[src/rtl/sb_injector_pkg.sv]
// Shared router definitions for the side-buffer injection stage.
//   FLIT_W     : flit width in bits
//   EMPTY_FLIT : encoding of an empty slot / empty side-buffer offer
//   slot_e     : slot index constants, east has highest injection priority
package sb_injector_pkg;

  localparam int unsigned FLIT_W = 11;
  localparam logic [FLIT_W-1:0] EMPTY_FLIT = '0;
  localparam int unsigned NUM_SLOTS = 4;

  typedef logic [FLIT_W-1:0] flit_t;

  typedef enum logic [1:0] {
    SLOT_E = 2'd0,
    SLOT_W = 2'd1,
    SLOT_N = 2'd2,
    SLOT_S = 2'd3
  } slot_e;

endpackage

[src/rtl/sb_slot_select.sv]
// Injection target selector.
//   empty  : per-slot empty mask, bit index = slot index (E=0, W=1, N=2, S=3)
//   target : one-hot first empty slot, priority E > W > N > S; '0 if none
//   found  : at least one slot is empty
module sb_slot_select
  import sb_injector_pkg::*;
(
  input  logic [NUM_SLOTS-1:0] empty,
  output logic [NUM_SLOTS-1:0] target,
  output logic                 found
);

  // Lowest set bit of the mask is the highest-priority empty slot.
  always_comb begin
    target = empty & (~empty + 4'd1);
    found  = |empty;
  end

endmodule

[src/rtl/sb_injector.sv]
// Side-buffer injection stage of a bufferless deflection router.
// Places the side-buffer flit into the highest-priority empty slot and
// registers the four slots plus the pop indication (1 cycle latency).
//   clk, rst           : clock, asynchronous active-high reset
//   eastad..southad    : slot 0..3 input flits (11'h000 = empty)
//   sbinject           : flit offered by the side buffer (11'h000 = none)
//   ead, wad, nad, sad : registered slot 0..3 results
//   sbtaken            : registered; side-buffer flit was injected
module sb_injector
  import sb_injector_pkg::*;
(
  input  logic              clk,
  input  logic              rst,
  input  logic [FLIT_W-1:0] eastad,
  input  logic [FLIT_W-1:0] westad,
  input  logic [FLIT_W-1:0] northad,
  input  logic [FLIT_W-1:0] southad,
  input  logic [FLIT_W-1:0] sbinject,
  output logic [FLIT_W-1:0] ead,
  output logic [FLIT_W-1:0] wad,
  output logic [FLIT_W-1:0] nad,
  output logic [FLIT_W-1:0] sad,
  output logic              sbtaken
);

  flit_t                slot_in   [NUM_SLOTS];
  flit_t                slot_next [NUM_SLOTS];
  logic [NUM_SLOTS-1:0] empty_mask;
  logic [NUM_SLOTS-1:0] target;
  logic                 found;
  logic                 inject;

  always_comb begin
    slot_in[SLOT_E] = eastad;
    slot_in[SLOT_W] = westad;
    slot_in[SLOT_N] = northad;
    slot_in[SLOT_S] = southad;
  end

  always_comb begin
    empty_mask = '0;
    for (int unsigned i = 0; i < NUM_SLOTS; i++) begin
      empty_mask[i] = (slot_in[i] == EMPTY_FLIT);
    end
  end

  sb_slot_select u_sel (
    .empty  (empty_mask),
    .target (target),
    .found  (found)
  );

  assign inject = found && (sbinject != EMPTY_FLIT);

  // Non-target empty slots already carry EMPTY_FLIT, so plain pass-through
  // covers them without a separate clear path.
  always_comb begin
    for (int unsigned i = 0; i < NUM_SLOTS; i++) begin
      slot_next[i] = (inject && target[i]) ? sbinject : slot_in[i];
    end
  end

  always_ff @(posedge clk or posedge rst) begin
    if (rst) begin
      ead     <= '0;
      wad     <= '0;
      nad     <= '0;
      sad     <= '0;
      sbtaken <= 1'b0;
    end else begin
      ead     <= slot_next[SLOT_E];
      wad     <= slot_next[SLOT_W];
      nad     <= slot_next[SLOT_N];
      sad     <= slot_next[SLOT_S];
      sbtaken <= inject;
    end
  end

endmodule

[config.mk]
export PLATFORM = sky130hd
export DESIGN_NAME = sb_injector
export DESIGN_NICKNAME = d
export VERILOG_FILES = /design/src/rtl/sb_injector_pkg.sv /design/src/rtl/sb_slot_select.sv /design/src/rtl/sb_injector.sv
export SDC_FILE = /design/constraint.sdc
export NUM_CORES = 1
export LEC_CHECK = 0
export ABC_CLOCK_PERIOD_IN_PS = 1600
export CORE_MARGIN = 2
export CORE_UTILIZATION = 36
export DETAILED_ROUTE_END_ITERATION = 16
export PLACE_DENSITY = 0.78
export REMOVE_ABC_BUFFERS = 1
export SKIP_LAST_GASP = 1
export SLEW_MARGIN = 10
export SYNTH_ARGS = -nofsm -noshare
export SYNTH_HDL_FRONTEND = slang
export SYNTH_SLANG_ARGS = --single-unit
[constraint.sdc]
create_clock -name clk -period 1.6 [get_ports clk]
set_input_delay 0.4 -clock clk [delete_from_list [all_inputs] [get_ports clk]]
set_output_delay 0.4 -clock clk [all_outputs]
set_load 0.01 [all_outputs]
==> impl_metrics.tcl <==
set metrics [dict create \
    status "finished clean" \
    antenna_cells 0 \
    final_area_um2 3350 \
    async_reset_ff_frac 1.00 \
    cp_top_family "buffers and inverters" \
    cp-startpoint "sad[2]" \
    cp_cell_sequence "clkdlybuf4s50_1" \
    synth.ff_latch_count 45 \
    synth_area_um2 1670 \
    synth_most_common_cell "dfrtp_1" \
    yosys_warnings 0 \
    finalHoldViolCount 0 \
    fin_crit_sh 0.992 \
    drv_slew 0 \
    grt_antenna_before_repair 0 \
    rsz0062_at_grt "true" \
    synth_compound_area_frac 0.203 \
    fillerInstances 250 \
    die_x_um 72.0 \
    vias_per_cell 5.32 \
    critPathLaunchType "register" \
    cp.required_ns 1.20 \
    grt_pass1_vias 1734 \
    cp_data_arrival_time_ns 1.19 \
    clock_sinks 45 \
    die-area_um2 5190 \
    period_minus_slack_ns 1.59 \
    ys_top_cells_by_area "dfrtp_1 (68%), a21o_1 (19%), nor4_1 (4.1%)" \
    p_leak_nw 1.84 \
    critPathMaxFanout 1 \
    synthMuxAreaShare 0 \
    placementRows 24 \
    critPathSlowestCell "clkdlybuf4s50_1" \
    ys_seq_area_frac 0.676 \
    tns_ns 0 \
    place.gp.congestion 0.825 \
    critical_path_depth 1 \
    synth_top_family_by_area "compound AO/OA/AOI/OAI gates" \
    place_hpwl_mm 4.45 \
    cts_tree "done" \
    yosys-top-cells-count "dfrtp_1 (45), a21o_1 (43), nor4_1 (11)" \
    wirelength_mm 6.43 \
    initial_core_util 0.378 \
    setup_viol 0 \
    cts_root_buf "clkbuf_8" \
    synth_top_cell_area_share 0.676 \
    drt_iter0_drc 137 \
    synth_fa_ha_area_frac 0 \
    io_buffers 101 \
    clk_pin_slew_worst_paths_ns 0.09 \
    yosys_most_used_dff "dfrtp_1" \
    worst_setup_path_end_kind "output port" \
    avgSynthCellArea_um2 13.9 \
    htreeDepth 2 \
    dr.pass1.iters 4 \
    tightest_slew_ns 0.466 \
    max-slew-margin-rel 0.687 \
    yosys.area_share.simple 0.0976 \
    antenna_left 0 \
    drive_gt1_frac 0.258 \
    crit_type "register to output port" \
    syn_to_final_growth_pct 101 \
    grt_overflow 0 \
    grt_pass1_wl_mm 9.55 \
    grt_usage 0.252 \
    p_per_area_nw_per_um2 764 \
    synth_xor_area_frac 0 \
    worstSetupEndpoint "sad[2]" \
    num_io_pins 102 \
    postSynthCellCount 120 \
    wl_per_cell_um 20.2 \
    ys_types 18 \
    synth_edf_count 0 \
    place_area_um2 3040 \
    core-area_um2 4410 \
    drc_errors 0 \
    path_buf_inv 1 \
    ir_drop_v 0.000471 \
    fmax_ghz 0.630 \
    clock_path_buffers 2 \
    vias 1697 \
    hold_buffers 0 \
    die_height_um 72.0 \
    nets 323 \
    critPathMaxStageDelay_ns 0.55 \
    hp-class "input pin to register" \
    grt_max_degree 46 \
    cts_buffers 5 \
    cap_violations 0 \
    yosys.area.top_type "dfrtp_1" \
]
==> state kept, by name, summed over array words and instances, names as in the netlist <==
| register | cells |
|---|---|
| ead | 11 |
| nad | 11 |
| sad | 11 |
| wad | 11 |
| sbtaken | 1 |
==> layout by cell type (no fill, tap or decap) <==
cell,count
a31oi_1,1
nor4_2,5
bufinv_16,1
buf_4,38
nor3_2,2
nand2_1,1
nor4_4,3
nor4_1,3
buf_12,4
inv_2,1
nor2b_4,1
nor4b_4,1
nor3_1,1
dlymetal6s2s_1,23
nand3_4,1
and3_4,1
nand3_2,1
dlygate4sd2_1,28
a21o_1,43
a21o_2,1
nor2_1,1
clkdlybuf4s50_1,48
clkdlybuf4s15_1,2
dfrtp_1,45
buf_6,1
and3_1,1
nor3_4,2
clkbuf_8,6
clkbuf_1,1
==> what timing repair did <==
| action | 4_1_cts | 5_1_grt |
|---|---|---|
| pin swaps | 16 | 10 |
| setup endpoints to repair | 34 | 44 |
| gates resized for setup | 49 | 28 |
| buffers inserted | 1 | 2 |
==> where the power goes <==
part	internal [mW]	switching (mW)
Clock	0.509	0.372
Sequential	1.19	0.0162
Combinational	0.276	0.196
==> cell type report <==
class / instances / area (µm²) / area share
Clock buffer: 7 / 86.3 / 0.0258
Timing Repair Buffer: 144 / 1410 / 0.421
Multi-Input combinational cell: 69 / 631 / 0.188
Clock inverter: 1 / 30.0 / 0.00896
Tap cell: 52 / 65.1 / 0.0194
Sequential cell: 45 / 1130 / 0.336
Inverter: 1 / 3.75 / 0.00112
==> layer usage <==
layer  wire [µm]  share of wire  vias up  GRT usage
met4         218          0.034        0      0.128
li1            -              -      733          -
met5           0              0        -          0
met2        3160           0.49      101      0.420
met3         414          0.064       19     0.0569
met1        2640           0.41      844      0.309
==> worst min path at each step <==
stage	endpoint	slack [ns]	cells past startpoint	startpoint
floorplan	ead[0]	0.49	1	eastad[0]
global placement	nad[0]	0.78	3	rst
detailed placement	nad[1]	0.79	3	rst
CTS	sad[2]	0.45	2	southad[2]
global route	sad[8]	0.37	2	southad[8]
finish	sad[8]	0.37	2	southad[8]
==> cells by family (layout without fill, tap and decap cells) <==
kind of cell / Yosys count / count (layout)
AO/OA/AOI/OAI: 45 / 45
buffers and inverters: 6 / 153
flip-flops: 45 / 45
AND/OR/NAND/NOR: 24 / 24
==> metrics by stage <==
stage / util / hold WS [ns] / power, mW / setup slack, ns / std cells
final: 0.759 / 0.370 / 2.56 / 0.0134 / 319
after global routing: 0.759 / 0.371 / 2.64 / -0.0187 / 319
after CTS: 0.734 / 0.448 / 2.57 / -0.0000717 / 317
after detailed placement: 0.688 / 0.789 / 1.71 / -0.575 / 309
after global placement: 0.688 / 0.779 / 1.70 / -0.552 / 309
after floorplan: - / 0.492 / 1.33 / 0.00902 / 115
No activity file was read; power rests on OpenSTA's default activity.
==> RTL edit: new RTL, config.mk and constraints unchanged <==
Set the package constant `FLIT_W` to 22 (it was 11).
--- a/src/rtl/sb_injector_pkg.sv
+++ b/src/rtl/sb_injector_pkg.sv
@@ -4,7 +4,7 @@
 //   slot_e     : slot index constants, east has highest injection priority
 package sb_injector_pkg;
 
-  localparam int unsigned FLIT_W = 11;
+  localparam int unsigned FLIT_W = 22;
   localparam logic [FLIT_W-1:0] EMPTY_FLIT = '0;
   localparam int unsigned NUM_SLOTS = 4;
 
Interface: changed (9 resized); port bits go from 102 to 201. No check against the original RTL was run, so the function may have changed too.
==> RTL edit against the unedited design <==
The run now ends with negative setup slack left; sequential cell count is 44 higher; wire length is 120% higher; synthesized area is 99% higher; final cell count is 110% higher; design area is 100% higher; worst setup slack worse by 0.54 ns; power is 88% higher; count of clock-buffer cells in the layout is 7 higher; sequential share of layout area is 0.73 points lower; hold slack worse by 0.13 ns.
==> RTL edit: results (changes against the unedited design) <==
[sta]
setup_slack_ns=-0.525  ; -0.539 ns
holdWs_ns=0.245  ; -0.125 ns
relSlewSlack_pct=75.9  ; +7.2 points
setup_viol=83  ; +83

[layout]
num-clock-buffers=14  ; +7
drive_above_1_share_pct=38.3  ; +12 points
n_all_inverters=2  ; +1
regArea_um2=2230  ; +98%
nNetsFinal=660  ; +100%
buffer_area_share_pct=41.3  ; -0.75 points

[pwr]
power.internal_uw=3630  ; +83%
switchingPower_uw=1190  ; +100%
power_frac_seq_pct=49.7  ; +2.5 points

[global_route]
grt_pass1_vias=3776  ; +120%
grt_pass1_wl_um=21200  ; +120%
grt_usage_pct=28.6  ; +3.4 points
grt_max_degree=49  ; +6.5%

[synthesis]
ys_seq_area_share_pct=67.3  ; -0.27 points
synth_area_leaders=dfrtp_1, a21o_1, a31o_2

[cts]
post_cts_buffers=16  ; +15
cts-buffers-inserted=9  ; +4
cts_sinks=89  ; +98%
h-tree-depth=3  ; +1

[worst_setup_path]
crit_path_max_incr_delay_ns=0.45  ; -0.10 ns

[place]
place_inst=628  ; +100%
numPortBuffers=200  ; +98%
dp_hpwl_um=9720  ; +120%
gp_congestion=0.837  ; +1.5%

[detailed_routing]
wl_met3_um=1060  ; +160%
wl_met1_um=5500  ; +110%
wl_met2_um=7070  ; +120%
routedWlPerCell_um=21.0  ; +4.1%
via_count=3391  ; +100%

[run_status]
status=finished with violations
violations=negative setup slack

-- RTL edit: cell count changes in the layout (fill, tap and decap cells not counted), moves of 17 or more --
cell,delta
clkdlybuf4s50_1,-24
buf_2,+17
dlygate4sd2_1,+99
dlymetal6s2s_1,-20
dfrtp_1,+44
a21o_1,+23
buf_4,+53
-- RTL edit: kinds of logic after synthesis --
logic type | after synthesis
DFF | 89
buffers and inverters | 12
and+or+nand+nor | 41
AOI/OAI and AO/OA | 89
-- RTL edit: routing by layer --
| layer | vias up | GRT usage (%) |
|---|---|---|
| met5 | - | 0 |
| met4 | 0 | 8.64 |
| li1 | 1524 | - |
| met2 | 164 | 51.6 |
| met3 | 18 | 7.10 |
| met1 | 1685 | 33.7 |
-- RTL edit: worst paths after layout --
kind	startpoint	to
worst max-delay path	sbinject[16]	ead[16]$_DFF_PP0_
worst min-delay path	northad[14]	nad[14]$_DFF_PP0_
max in group asynchronous	rst	ead[0]$_DFF_PP0_
min in group asynchronous	rst	ead[13]$_DFF_PP0_
